`src/rtl/serial_subtractor_pkg.sv`:
```
// Shared constants for the serial subtractor and the parallel adder bench:
// FSM state encodings and default operand/counter widths.
package serial_subtractor_pkg;

  typedef enum logic [1:0] {
    ST_IDLE = 2'd0,
    ST_RUN  = 2'd1,
    ST_DONE = 2'd2
  } state_t;

  localparam int DEF_WIDTH = 4;
  localparam int DEF_CW    = 3;

endpackage

```
`src/rtl/serial_subtractor_fsub_cell.sv`:
```
// 1-bit combinational full subtractor (x - y - bin), built from
// xor/and/or terms in the same gate style as the adder cells.
module fsub_cell (
  input  logic x,
  input  logic y,
  input  logic bin,
  output logic diff,
  output logic bout
);

  logic x_n;
  logic x_xor_y;
  logic g_ny;
  logic g_nb;
  logic g_yb;

  assign x_n     = ~x;
  assign x_xor_y = x ^ y;
  assign diff    = x_xor_y ^ bin;

  // Borrow out whenever the subtrahend side outweighs the minuend bit.
  assign g_ny = x_n & y;
  assign g_nb = x_n & bin;
  assign g_yb = y & bin;
  assign bout = g_ny | g_nb | g_yb;

endmodule

```
`src/rtl/serial_subtractor.sv`:
```
// Bit-serial a - b - bi, LSB first through one fsub_cell and a borrow flop;
// result valid WIDTH cycles after the accepting edge, start ignored while busy.
module serial_subtractor
  import serial_subtractor_pkg::*;
#(
  parameter int WIDTH = DEF_WIDTH,
  parameter int CW    = DEF_CW
) (
  input  logic             clk,
  input  logic             reset,
  input  logic             start,
  input  logic [WIDTH-1:0] a,
  input  logic [WIDTH-1:0] b,
  input  logic             bi,
  output logic [WIDTH-1:0] d,
  output logic             bo,
  output logic             busy,
  output logic             done
);

  state_t           state_q;
  logic [WIDTH-1:0] a_q;
  logic [WIDTH-1:0] b_q;
  logic             br_q;
  logic [WIDTH-1:0] r_q;
  logic [CW-1:0]    cnt_q;
  logic [WIDTH-1:0] d_q;
  logic             bo_q;
  logic             busy_q;
  logic             done_q;

  logic             diff;
  logic             bout;
  logic [WIDTH-1:0] r_d;
  logic             last_bit;

  fsub_cell u_cell (
    .x    (a_q[0]),
    .y    (b_q[0]),
    .bin  (br_q),
    .diff (diff),
    .bout (bout)
  );

  assign r_d      = {diff, r_q[WIDTH-1:1]};
  assign last_bit = (cnt_q == CW'(WIDTH - 1));

  always_ff @(posedge clk) begin
    if (reset) begin
      state_q <= ST_IDLE;
      a_q     <= '0;
      b_q     <= '0;
      br_q    <= 1'b0;
      r_q     <= '0;
      cnt_q   <= '0;
      d_q     <= '0;
      bo_q    <= 1'b0;
      busy_q  <= 1'b0;
      done_q  <= 1'b0;
    end else begin
      case (state_q)
        // DONE accepts a new start exactly like IDLE, giving back-to-back ops.
        ST_IDLE, ST_DONE: begin
          done_q <= 1'b0;
          if (start) begin
            a_q     <= a;
            b_q     <= b;
            br_q    <= bi;
            r_q     <= '0;
            cnt_q   <= '0;
            busy_q  <= 1'b1;
            state_q <= ST_RUN;
          end else begin
            state_q <= ST_IDLE;
          end
        end
        ST_RUN: begin
          a_q   <= {1'b0, a_q[WIDTH-1:1]};
          b_q   <= {1'b0, b_q[WIDTH-1:1]};
          br_q  <= bout;
          r_q   <= r_d;
          cnt_q <= cnt_q + CW'(1);
          if (last_bit) begin
            d_q     <= r_d;
            bo_q    <= bout;
            done_q  <= 1'b1;
            busy_q  <= 1'b0;
            state_q <= ST_DONE;
          end
        end
        default: state_q <= ST_IDLE;
      endcase
    end
  end

  assign d    = d_q;
  assign bo   = bo_q;
  assign busy = busy_q;
  assign done = done_q;

endmodule

```
`config.mk`:
```
export PLATFORM = sky130hd
export DESIGN_NAME = serial_subtractor
export DESIGN_NICKNAME = d
export VERILOG_FILES = /design/src/rtl/serial_subtractor_pkg.sv /design/src/rtl/serial_subtractor_fsub_cell.sv /design/src/rtl/serial_subtractor.sv
export SDC_FILE = /design/constraint.sdc
export NUM_CORES = 1
export LEC_CHECK = 0
export CAP_MARGIN = 0
export CORE_MARGIN = 1.5
export CORE_UTILIZATION = 53
export DETAILED_ROUTE_END_ITERATION = 7
export DONT_BUFFER_PORTS = 1
export GPL_ROUTABILITY_DRIVEN = 1
export PLACE_DENSITY = 0.71
export SYNTH_ARGS = -nofsm -noshare
export SYNTH_HDL_FRONTEND = slang
export SYNTH_HIERARCHICAL = 1
export SYNTH_SLANG_ARGS = --single-unit
```
`constraint.sdc`:
```
create_clock -name clk -period 1.4 [get_ports clk]
set_clock_uncertainty 0.2 [all_clocks]
set_input_delay 0.28 -clock clk [delete_from_list [all_inputs] [get_ports clk]]
set_output_delay 0.28 -clock clk [all_outputs]
set_load 0.01 [all_outputs]
```
== Yosys cells after proc, flatten, opt, wreduce, memory -nomap -nowiden ==
Index checks and enable logic that the tools add are counted.
Word-level totals
  flip-flop bits (word level): 25
  bits of input ports: 12
  output and inout port bits: 7
  logic and storage cells: 49
Cells by class
  add/subtract/negate cells: 1
  equality and inequality tests: 5
  muxes and demuxes: 18
  bitwise logic cells: 8
  reduce and logical (&&, ||, !) cells: 7
Operators by type and width (count)
  $pmux W4 S2: 3
  $mux W4: 3
  $pmux W1 S2: 3
  $pmux W3 S2: 1
  $reduce_and A2 Y1: 3
  $mux W1: 5
  $ne A2 B2 Y1 const B: 2
  $pmux W2 S2: 1
  $add A3 B1 Y3 const B: 1
  $and A1 B1 Y1: 3
  $eq A3 B2 Y1 const B: 1
  $mux W3: 1
  $reduce_and A3 Y1: 1
  $eq A2 B1 Y1 const B: 1
  $eq A2 B2 Y1 const B: 1
  $logic_not A2 Y1: 1
  $mux W2: 1
  $or A1 B1 Y1: 2
  $reduce_bool A2 Y1: 1
  $reduce_or A2 Y1: 1
  $xor A1 B1 Y1: 2
  $not A1 Y1: 1

== Longest topological paths before layout ==
  word-level depth: 5
  depth in mapped cells: 6
  gate-level depth less buffers: 5

== Modules after synthesis ==
Netlist, hierarchy kept.
Modules (own cells, without submodules)
  serial_subtractor: instances 1, cells each 115, area each 962.2 um2, sequential area each 480.5 um2
  fsub_cell: instances 1, cells each 3, area each 27.5 um2, sequential area each 0.0 um2

== Least setup slack after synthesis ==
OpenSTA, ideal clock, no wires.
  path type: register -> register
  start point: register cnt_q[0]
  end point: register busy_q, in the netlist busy
  setup time: 128 ps
  data arrival time: 1131 ps
  data required time: 1072 ps
  path slack: -58 ps
  stages on the path, launching flop included: 7
  buffers on the path: 1
  cell sequence: dfxtp_1 ha_1 ha_1 buf_2 nand3b_1 a21oi_1 nor2_1
On the way
  cells in the longest elaborated chain, start to end: 3
RTL lines
  start, declared: RTL line serial_subtractor.sv:26  | logic [CW-1:0] cnt_q;
  start signal, assigned: RTL line serial_subtractor.sv:82  | cnt_q <= cnt_q + CW'(1);
  $eq A3 B2 Y1: RTL line serial_subtractor.sv:46  | assign last_bit = (cnt_q == CW'(WIDTH - 1));
  $ne A2 B2 Y1 (no line)
  $reduce_and A3 Y1 (no line)
  end signal, assigned: RTL line serial_subtractor.sv:58  | busy_q <= 1'b0;
  end signal, assigned: RTL line serial_subtractor.sv:71  | busy_q <= 1'b1;
  end signal, assigned: RTL line serial_subtractor.sv:87  | busy_q <= 1'b0;
  end, declared: RTL line serial_subtractor.sv:29  | logic busy_q;
No other way between the ends.
A chain may end at the register's enable or synchronous reset.

== Worst setup path in the final report ==
  start point: register state_q[0]
  end point: register br_q
On the way
  cells in the longest elaborated chain, start to end: 4
  elaborated cells between the ends (all ways): 8
  those cells by class: eq/ne (3); mux (1); reduce/logical (4)
RTL lines
  start, declared: RTL line serial_subtractor.sv:21  | state_t state_q;
  start signal, assigned: RTL line serial_subtractor.sv:50  | state_q <= ST_IDLE;
  start signal, assigned: RTL line serial_subtractor.sv:72  | state_q <= ST_RUN;
  start signal, assigned: RTL line serial_subtractor.sv:74  | state_q <= ST_IDLE;
  $eq A2 B2 Y1 or $logic_not A2 Y1 (tied branches): RTL line serial_subtractor.sv:61  | case (state_q)
  $reduce_or A2 Y1: RTL line serial_subtractor.sv:61
  $ne A2 B2 Y1 (no line) or $reduce_bool A2 Y1 (tied branches)
  $reduce_and A2 Y1 (no line)
  end signal, assigned: RTL line serial_subtractor.sv:68  | br_q <= bi;
  end signal, assigned: RTL line serial_subtractor.sv:80  | br_q <= bout;
  end, declared: RTL line serial_subtractor.sv:24  | logic br_q;
Parallel ways exist; a longest one is shown, timed or not.

==> run summary <==
The region available for standard cell placement spans 1745 um2. The die width works out to 46.21 um. The tree built by TritonCTS fans out to 24 sinks.

Max-cap violations in this run came to 0. At the worst endpoint, the arrival time is 1.39 ns. The min-delay analysis places its worst path in the category primary input to flop.

Routability-driven placement finished with a final weighted congestion of 0.7331. CTS placed an instance of clkbuf_4 at the clock tree root. The run gives 0.4179 nW as the static power due to leakage. Summing the areas of all and, or, nand and nor instances in the mapped netlist gives 25.03% of the synthesized area. The number of core rows was 15; the detailed-router iteration count before antenna repair was 4. The synthesized netlist cell count is 118. The net count of the finished layout is 140.

The tools report the critical path launch point type as a flop. The multiplexer share of the synthesized area was 0%. Main combinational cell family by area after synthesis: simple AND/OR/NAND/NOR gates. The critical path is of the flop to flop type. The areal power density over the cells is 1230 nW/um2. The run gives 1 as the maximum level of the CTS H-tree. The cell with the biggest individual delay on the critical path is dfxtp_4. 0 antenna diodes ended up in the layout. Setup violations remaining at the end of the flow were counted as 0.

Pin slew with the least headroom to its limit: 0.2268 ns. The initial utilization of the core area, before any placement, comes to 56.70%. The floorplan step set the die height to 46.21 um. TritonCTS built the clock tree. In the final routed layout, each cell accounts on average for 13.39 um. Once detail routing completed, the nets flagged for antenna violations numbered 0.

The top-level port count is 19. The logs give 0.03422 ns for the minimum setup slack in the final design and 0.7266 mV for the worst vdd rail ir drop. Compared with the post-synthesis result, the final layout area differs by 15.93%.

STA puts the critical path data required time at 1.43 ns. The part of the cycle the worst path needs was 97.56%. The worst-skew pair later-pin latency was 0.32 ns; the total half-perimeter wirelength after legalization and detailed placement was 1.358 mm. Counting along the longest clock path gives a buffer depth of 2. For the utilization of the core after routing, the log shows 65.73%.

Total nets after synthesis: 133. The logs give 25 for the maximum number of pins on one net before global-route repair and 24 for the number of failing hold endpoints at the final stage. Of the total synthesized cell area, the portion taken by XOR and XNOR cells is 0%. The detail-routed via count per cell came out at 5.342.

Headroom to the max-slew limit came out at 84.78%. The worst setup path is captured at a flop. The post-route netlist has 23.39% of its cells at a drive strength greater than 1. The largest stage delay on the critical path is 0.39 ns. The final number of max-transition violations is 0, and the aggregate negative setup slack is 0 ns.

The count of buffering cells on the critical path with inverters included works out to 1. The most common library cell in the layout ignoring fill and taps was nand2_1. The signal on the critical path passes through nor2b_2 -> buf_2 -> nand2_1 -> a311oi_1. The via count came out at 796. The synthesized design contains 24 register bits.

The number of global-route vias before repair is 753. The share of synthesized area occupied by flip-flops and latches was 48.55%. Port buffering added 0 buffers. The logs give 3.056 mm for the first-pass GRT wire length and -0.04760 ns for the setup slack at placement. After Yosys synthesis, full adders, half adders and majority gates account for 4.551% of the synthesized area. Along the worst path, the maximum fanout reaches 7. The die covers 2135 um2. Cell type group with the largest total delay on the critical path: flip-flops. After layout, the minimum clock period comes to 1.366 ns. The flow ran to the end, but the final reports show violations.

The final reports fail on hold timing. For this run, design rule violations remaining after detail routing come to 0. Clock-pin slew was measured on the worst setup and hold paths at 0.13 ns. The library cells used most frequently in the layout, excluding fill and tap cells, are nand2_1 (25), dfxtp_1 (17), a21oi_1 (14), nand3_1 (11), nor2_1 (11). The overall power after layout was 1.411 mW; the overall fraction of global-route tracks in use was 20.74%. The run gives -0.1998 ns as the post-route worst hold slack. For this run the aggregate overflow at the end of global routing stands at 0. The count of distinct cell types in the synthesized netlist is 21.

The tools report the initial antenna violation count as 0. Each instance of the synthesized netlist takes up on average 8.387 um2. The number of warning messages in the yosys log was 6; the share of the synthesized area in compound gates (AO/OA/AOI/OAI) was 15.30%. The detailed router finished its first iteration with 8 violations.

Top achievable clock speed: 732.2 MHz. After detailed routing, the total wire length is 1.995 mm. TritonCTS created 3 clock buffers. The summed instance area of the synthesized netlist is 989.7 um2.
## layer usage
metal	track usage, %	part of all wire (%)
met5	0	0
met4	12.00	2.2
met3	5.882	3.6
met2	35.28	47
met1	22.71	47
## final timing paths
kind / start / to / slack [ns] / depth (start not counted)
min: reset / cnt_q[1] / -0.20 / 1
max reg2reg: state_q[0] / br_q / 0.03 / 4
min reg2reg: a_q[3] / a_q[3] / 0.27 / 2
max: state_q[0] / br_q / 0.03 / 4
## registers in the layout (all words and copies together) (netlist names)
| name | count |
|---|---|
| cnt_q | 3 |
| b_q | 4 |
| bo | 1 |
| br_q | 1 |
| a_q | 4 |
| state_q | 2 |
| d | 4 |
| done | 1 |
| busy | 1 |
| r_q | 3 |
## Yosys cell counts (all sizes together)
library cell  instances  area, um2
nand2b                3      18.77
nand2                26      100.1
a311oi                7      67.56
a31oi                 1      6.260
nor3b                 1      7.510
o21a                  1      7.510
nand3                12      60.06
clkbuf                2      7.510
ha                    2      25.02
nand3b                1      7.510
buf                   7      46.29
inv                   3      11.26
a21oi                14      70.07
nor2                 11      41.29
dfxtp                24      480.5
fa                    1      20.02
nor2b                 2      12.51
## worst reg2reg max path: cells and delay by family (launching register included)
family	cells	cell delay (ns)
compound gates	1	0.27
flops	1	0.39
simple gates	2	0.24
buf+inv	1	0.18
## per-stage QoR
step,hold slack (ns),area (um2),cells
2_1_floorplan,0.1521,1023,118
3_3_place_gp,0.1460,1062,143
3_5_place_dp,0.1470,1062,143
4_1_cts,-0.2068,1122,148
5_1_grt,-0.2309,1147,149
6_report,-0.1998,1147,149
## report_power, final
| group | total, mW | switching, mW | internal, mW |
|---|---|---|---|
| sequential | 0.748 | 0.0272 | 0.721 |
| clock | 0.504 | 0.214 | 0.290 |
| combinational | 0.159 | 0.0861 | 0.0730 |
| total | 1.41 | 0.328 | 1.08 |
## cells by family after synthesis
family | after synthesis
and+or+nand+nor | 56
DFF | 24
AOI/OAI and AO/OA | 23
buffers and inverters | 12
adders and majority gates | 3
## cell type report
cell class | instances | area (um2)
Clock buffer | 3 | 22.52
Tap cell | 25 | 31.28
Inverter | 3 | 11.26
Sequential cell | 24 | 491.7
Timing Repair Buffer | 11 | 83.83
Clock inverter | 1 | 30.03
Multi-Input combinational cell | 82 | 476.7
Fill cell | 158 | 598.1
## timing repair
action                                 CTS  global route
buffers inserted                         1             0
pin swaps                                0             2
gates resized for setup                  0            11
setup endpoints to repair                6            11
cloned                                   0             1
endpoints found under the hold margin   24            24
Power figures use the tool's default switching activity.
